[src/rtl/gpio_bus_arbiter.sv]
// gpio_bus_arbiter: shares the single gpio register port among NREQ requesters.
// Round-robin arbitration, one registered access per grant, ack pulse to the owner.
// Optional feature macro: GPIO_ARB_LOCK_EN (owner may hold the bus across accesses).
//
//   state  | meaning
//   IDLE   | arbitrate among eligible requesters, latch the winner's command
//   ACCESS | drive the gpio bus for one cycle, capture read data
//   DONE   | pulse ack to the owner, advance the round-robin pointer
module gpio_bus_arbiter #(
  parameter int NREQ = 2
) (
  input  logic              clk,
  input  logic              rst_n,
  input  logic [NREQ-1:0]   req,
  input  logic [NREQ-1:0]   req_we,
  input  logic [3*NREQ-1:0] req_addr,
  input  logic [8*NREQ-1:0] req_wdata,
  input  logic [NREQ-1:0]   req_lock,
  output logic [NREQ-1:0]   ack,
  output logic [7:0]        rsp_rdata,
  output logic              busy,
  output logic [2:0]        owner,
  output logic [2:0]        gpio_addr,
  output logic              gpio_wr_en,
  output logic [7:0]        gpio_wr_data,
  input  logic [7:0]        gpio_rd_data
);

  typedef enum logic [1:0] {IDLE = 2'd0, ACCESS = 2'd1, DONE = 2'd2} state_t;

  state_t          state, state_nx;
  logic [2:0]      last;
  logic [2:0]      owner_q;
  logic            cmd_we;
  logic [2:0]      cmd_addr;
  logic [7:0]      cmd_wdata;
  logic [7:0]      rdata_q;
  logic [NREQ-1:0] eligible;
  logic [NREQ-1:0] owner_1h;
  logic            grant_vld;
  logic [2:0]      grant_idx;
  logic            sel_we;
  logic [2:0]      sel_addr;
  logic [7:0]      sel_wdata;

  assign owner     = owner_q;
  assign rsp_rdata = rdata_q;

`ifdef GPIO_ARB_LOCK_EN
  logic       lock_q;
  logic [2:0] lock_owner;
  logic       lock_req;
  logic       lock_hold;
  logic       lock_release;
  logic       owner_lock;

  // While locked only the lock owner may win; releases once it idles without lock
  always_comb begin
    lock_req   = 1'b0;
    lock_hold  = 1'b0;
    owner_lock = 1'b0;
    for (int i = 0; i < NREQ; i++) begin
      if (lock_owner == 3'(i)) begin
        lock_req  = req[i];
        lock_hold = req_lock[i];
      end
      if (owner_q == 3'(i)) owner_lock = req_lock[i];
    end
    lock_release = lock_q & ~lock_req & ~lock_hold;
    eligible     = req;
    if (lock_q && !lock_release) begin
      for (int i = 0; i < NREQ; i++) eligible[i] = req[i] & (lock_owner == 3'(i));
    end
  end

  // Lock flag follows req_lock of the owner at completion, drops on release in IDLE
  always_ff @(posedge clk) begin
    if (!rst_n) begin
      lock_q     <= 1'b0;
      lock_owner <= '0;
    end else if (state == DONE) begin
      lock_q     <= owner_lock;
      lock_owner <= owner_q;
    end else if (state == IDLE && lock_release) begin
      lock_q <= 1'b0;
    end
  end
`else
  logic unused_req_lock;
  assign unused_req_lock = ^req_lock;
  assign eligible        = req;
`endif

  // Round robin: first eligible requester searching upward from last+1
  always_comb begin
    grant_vld = 1'b0;
    grant_idx = '0;
    for (int k = 1; k <= NREQ; k++) begin
      for (int i = 0; i < NREQ; i++) begin
        if (!grant_vld && eligible[i] && (i == (int'(last) + k) % NREQ)) begin
          grant_vld = 1'b1;
          grant_idx = 3'(i);
        end
      end
    end
  end

  // Owner decode and selection of the winner's command fields
  always_comb begin
    owner_1h  = '0;
    sel_we    = 1'b0;
    sel_addr  = '0;
    sel_wdata = '0;
    for (int i = 0; i < NREQ; i++) begin
      owner_1h[i] = (owner_q == 3'(i));
      if (grant_idx == 3'(i)) begin
        sel_we    = req_we[i];
        sel_addr  = req_addr[3*i +: 3];
        sel_wdata = req_wdata[8*i +: 8];
      end
    end
  end

  // Next state and bus/ack outputs; write enable and ack are suppressed during reset
  always_comb begin
    state_nx     = state;
    ack          = '0;
    busy         = 1'b0;
    gpio_addr    = '0;
    gpio_wr_en   = 1'b0;
    gpio_wr_data = '0;
    case (state)
      IDLE: begin
        if (grant_vld) state_nx = ACCESS;
      end
      ACCESS: begin
        busy         = 1'b1;
        gpio_addr    = cmd_addr;
        gpio_wr_data = cmd_wdata;
        gpio_wr_en   = cmd_we & rst_n;
        state_nx     = DONE;
      end
      DONE: begin
        busy     = 1'b1;
        ack      = owner_1h & {NREQ{rst_n}};
        state_nx = IDLE;
      end
      default: state_nx = IDLE;
    endcase
  end

  // State register
  always_ff @(posedge clk) begin
    if (!rst_n) state <= IDLE;
    else        state <= state_nx;
  end

  // Command latch, read capture, owner and round-robin pointer
  always_ff @(posedge clk) begin
    if (!rst_n) begin
      last      <= 3'(NREQ - 1);
      owner_q   <= '0;
      cmd_we    <= 1'b0;
      cmd_addr  <= '0;
      cmd_wdata <= '0;
      rdata_q   <= '0;
    end else begin
      case (state)
        IDLE: begin
          if (grant_vld) begin
            cmd_we    <= sel_we;
            cmd_addr  <= sel_addr;
            cmd_wdata <= sel_wdata;
            owner_q   <= grant_idx;
          end
        end
        ACCESS: begin
          if (!cmd_we) rdata_q <= gpio_rd_data;
        end
        DONE: last <= owner_q;
        default: ;
      endcase
    end
  end

endmodule

[config.mk]
export PLATFORM = sky130hd
export DESIGN_NAME = gpio_bus_arbiter
export DESIGN_NICKNAME = d
export VERILOG_FILES = /design/src/rtl/gpio_bus_arbiter.sv
export SDC_FILE = /design/constraint.sdc
export NUM_CORES = 1
export LEC_CHECK = 0
export ABC_AREA = 1
export BUFFER_PORTS_ARGS = -buffer_cell sky130_fd_sc_hd__buf_2
export CORE_ASPECT_RATIO = 1.75
export CORE_MARGIN = 2
export CORE_UTILIZATION = 30
export DETAILED_ROUTE_END_ITERATION = 10
export GPL_ROUTABILITY_DRIVEN = 0
export SYNTH_ARGS = -nofsm -noshare
export SYNTH_HDL_FRONTEND = slang
export SYNTH_SLANG_ARGS = --single-unit
[constraint.sdc]
create_clock -name clk -period 2.9 [get_ports clk]
set_input_delay 0.435 -clock clk [delete_from_list [all_inputs] [get_ports clk]]
set_output_delay 0.435 -clock clk [all_outputs]
set_load 0.01 [all_outputs]
==> reports/results.txt <==
Status: finished clean
Most frequent cells in the layout: 63 x nand2_1, 59 x buf_2, 37 x nor2_1, 29 x inv_1, 24 x dfxtp_1
Leak: 0.984 nW
IO Count: 64
XOR/XNOR share of the synthesized area: 0%
Rel. slew slack: 61.0%
WS Path Type: reg -> out
CTS tree: yes
Ys Warns: 0
Final setup fails: 0
Final ANT Viol Nets: 0
Worst slew pin tran: 0.583 ns
Setup TNS: 0 ns
Syn Area/Cell: 6.38 µm²
Die width: 54.0 µm
Compound-Gate Fraction of Synth Area: 5.43%
Synthesis-stage register bit count: 24
H-tree depth: 1
Sequential share of the synthesized area: 36.6%
Peak supply drop: 0.410 mV
Clk slew on worst S/H paths: 0.08 ns
Final Max Tran Viols: 0
Final Hold Fails: 0
Post-CTS Resized: 0
Row Count: 31
Sinks on Clock Net: 24
Pwr dens: 509 nW/µm²
Die area: 4950 µm²
Die Y: 91.5 µm
Crit Path Max Fanout: 13
DRC: 0
Fillers: 478
Number of global-route vias before repair: 1256
Final WL: 3130 µm
Initial drt markers: 17
Setup Skew: 0.00167 ns
Gr ovfl total: 0
DR vias: 1320
Area delta synth->final: 25.1%
First-pass GRT wire length: 5200 µm
Tmin final: 2.14 ns
Antenna fix cells: 0
Drt via density: 4.29
Largest net degree at the start of global routing: 26
Clk buf depth: 2
Antenna violations before repair: 0
Critical path startpoint category: flip-flop
Root Buffer: clkbuf_8
Drt wl/cell: 10.2 µm
Hold_buf cts: 0
Placed Instances: 304
Post-CTS setup buffer count: 0
Count of different cell masters after synthesis: 20
WP data arrival: 1.71 ns
Max Cap Viol: 0
Layout Cells excl Fill: 308
Number of port buffers: 59
Layout cells sized above 1: 28.2%
Commonest non-fill, non-tap cell in the layout: nand2_1
Instance count of the mapped netlist: 206
Largest family of logic cells by synthesized area: simple AND/OR/NAND/NOR gates
R2R setup slack: 1.15 ns
WP data required: 2.47 ns
Multi-input logic area: 643 µm²
CP endpoint kind: output port
Final worst-path cycle share: 73.8%
Clock latency on the worst-skew pair: 0.26 ns
F_max: 467 MHz
Total track usage: 13.6%
Nets: 301
CTS buffer count: 3
Post-Synth Adder-Cell Area: 2.86%
RSZ-0062 raised after global routing: false
TritonRoute pass-1 iters: 4
Initial Util: 31.4%
Final HPWL DP: 2270 µm
Post-Synthesis Cell Area: 1310 µm²
Storage cell area: 480 µm²
Simple-gate portion of the synthesized area: 40.1%
Worst Hold Class: in -> reg
Core area: 4190 µm²
Post-synthesis mux area share: 0%
flip-flops by register name, summed over array words and instances (netlist names):
signal	cells
state	2
cmd_wdata	8
owner	1
last	1
cmd_addr	3
rsp_rdata	8
cmd_we	1
report_power, final:
| part | switching [mW] | internal, mW | leakage, nW |
|---|---|---|---|
| combinational | 0.138 | 0.0876 | 0.757 |
| clock | 0.101 | 0.121 | 0.0288 |
| sequential | 0.0199 | 0.370 | 0.198 |
Yosys cell counts:
master | n | share of area [%]
nor2_4 | 1 | 0.86
nor2_1 | 37 | 11
nor3_1 | 3 | 1.1
nor2_2 | 6 | 2.9
nand2_2 | 1 | 0.48
nand3_1 | 14 | 5.3
ha_1 | 3 | 2.9
buf_4 | 3 | 1.7
clkbuf_1 | 2 | 0.57
buf_2 | 2 | 0.76
inv_1 | 29 | 8.3
o21ai_4 | 1 | 1.2
dfxtp_1 | 24 | 37
a21oi_1 | 2 | 0.76
nand2_1 | 63 | 18
buf_6 | 4 | 3.4
conb_1 | 1 | 0.29
o21ai_0 | 8 | 3.0
nand2_4 | 1 | 0.86
o21ai_1 | 1 | 0.38
final timing paths:
check | cells after the start | startpoint | to
setup reg to reg | 7 | state[1] | rsp_rdata[4]
setup / recovery | 5 | state[1] | gpio_wr_en
hold reg to reg | 2 | last[0] | last[0]
hold / removal | 3 | gpio_rd_data[0] | rsp_rdata[0]
area by class of cell:
type	count	area share, %
well taps	49	3.73
flip-flops and latches	24	29.2
repair buffers	59	18.0
inverters	29	6.62
multi-input cells	143	39.1
clock buffers	4	3.35
routing by layer:
| layer | vias up | GRT usage, % | wire (µm) |
|---|---|---|---|
| met1 | 561 | 15.3 | 1320 |
| met4 | 0 | 5.21 | 19 |
| li1 | 714 | - | - |
| met2 | 43 | 24.0 | 1570 |
| met5 | - | 0 | 0 |
| met3 | 2 | 2.47 | 221 |
stage by stage:
step                      cell area [µm²]  hold slack, ns  power (mW)  util [%]  worst slack (ns)
final                                1640           0.394       0.838      39.2             0.759
after global routing                 1640           0.383       0.906      39.2             0.651
after CTS                            1640           0.384       0.856      39.2             0.737
after detailed placement             1590           0.499       0.627      37.9              1.04
after global placement               1590           0.490       0.624      37.9              1.07
after floorplan                      1320           0.478       0.563         -              1.48
critical path, cell delays in order, from the launching register on:
cell and delay [ns]:
dfxtp_1 0.34, inv_1 0.08, ha_1 0.51, inv_1 0.18, nor3_1 0.19, buf_2 0.16
kinds of logic (layout without fill, tap and decap cells):
logic type | count (synthesis) | count (layout)
other | 1 | 2
adders and majority gates | 3 | 3
AOI/OAI and AO/OA | 12 | 12
buffers and inverters | 40 | 92
DFF | 24 | 24
and+or+nand+nor | 126 | 126
Power figures use the tool's default switching activity.
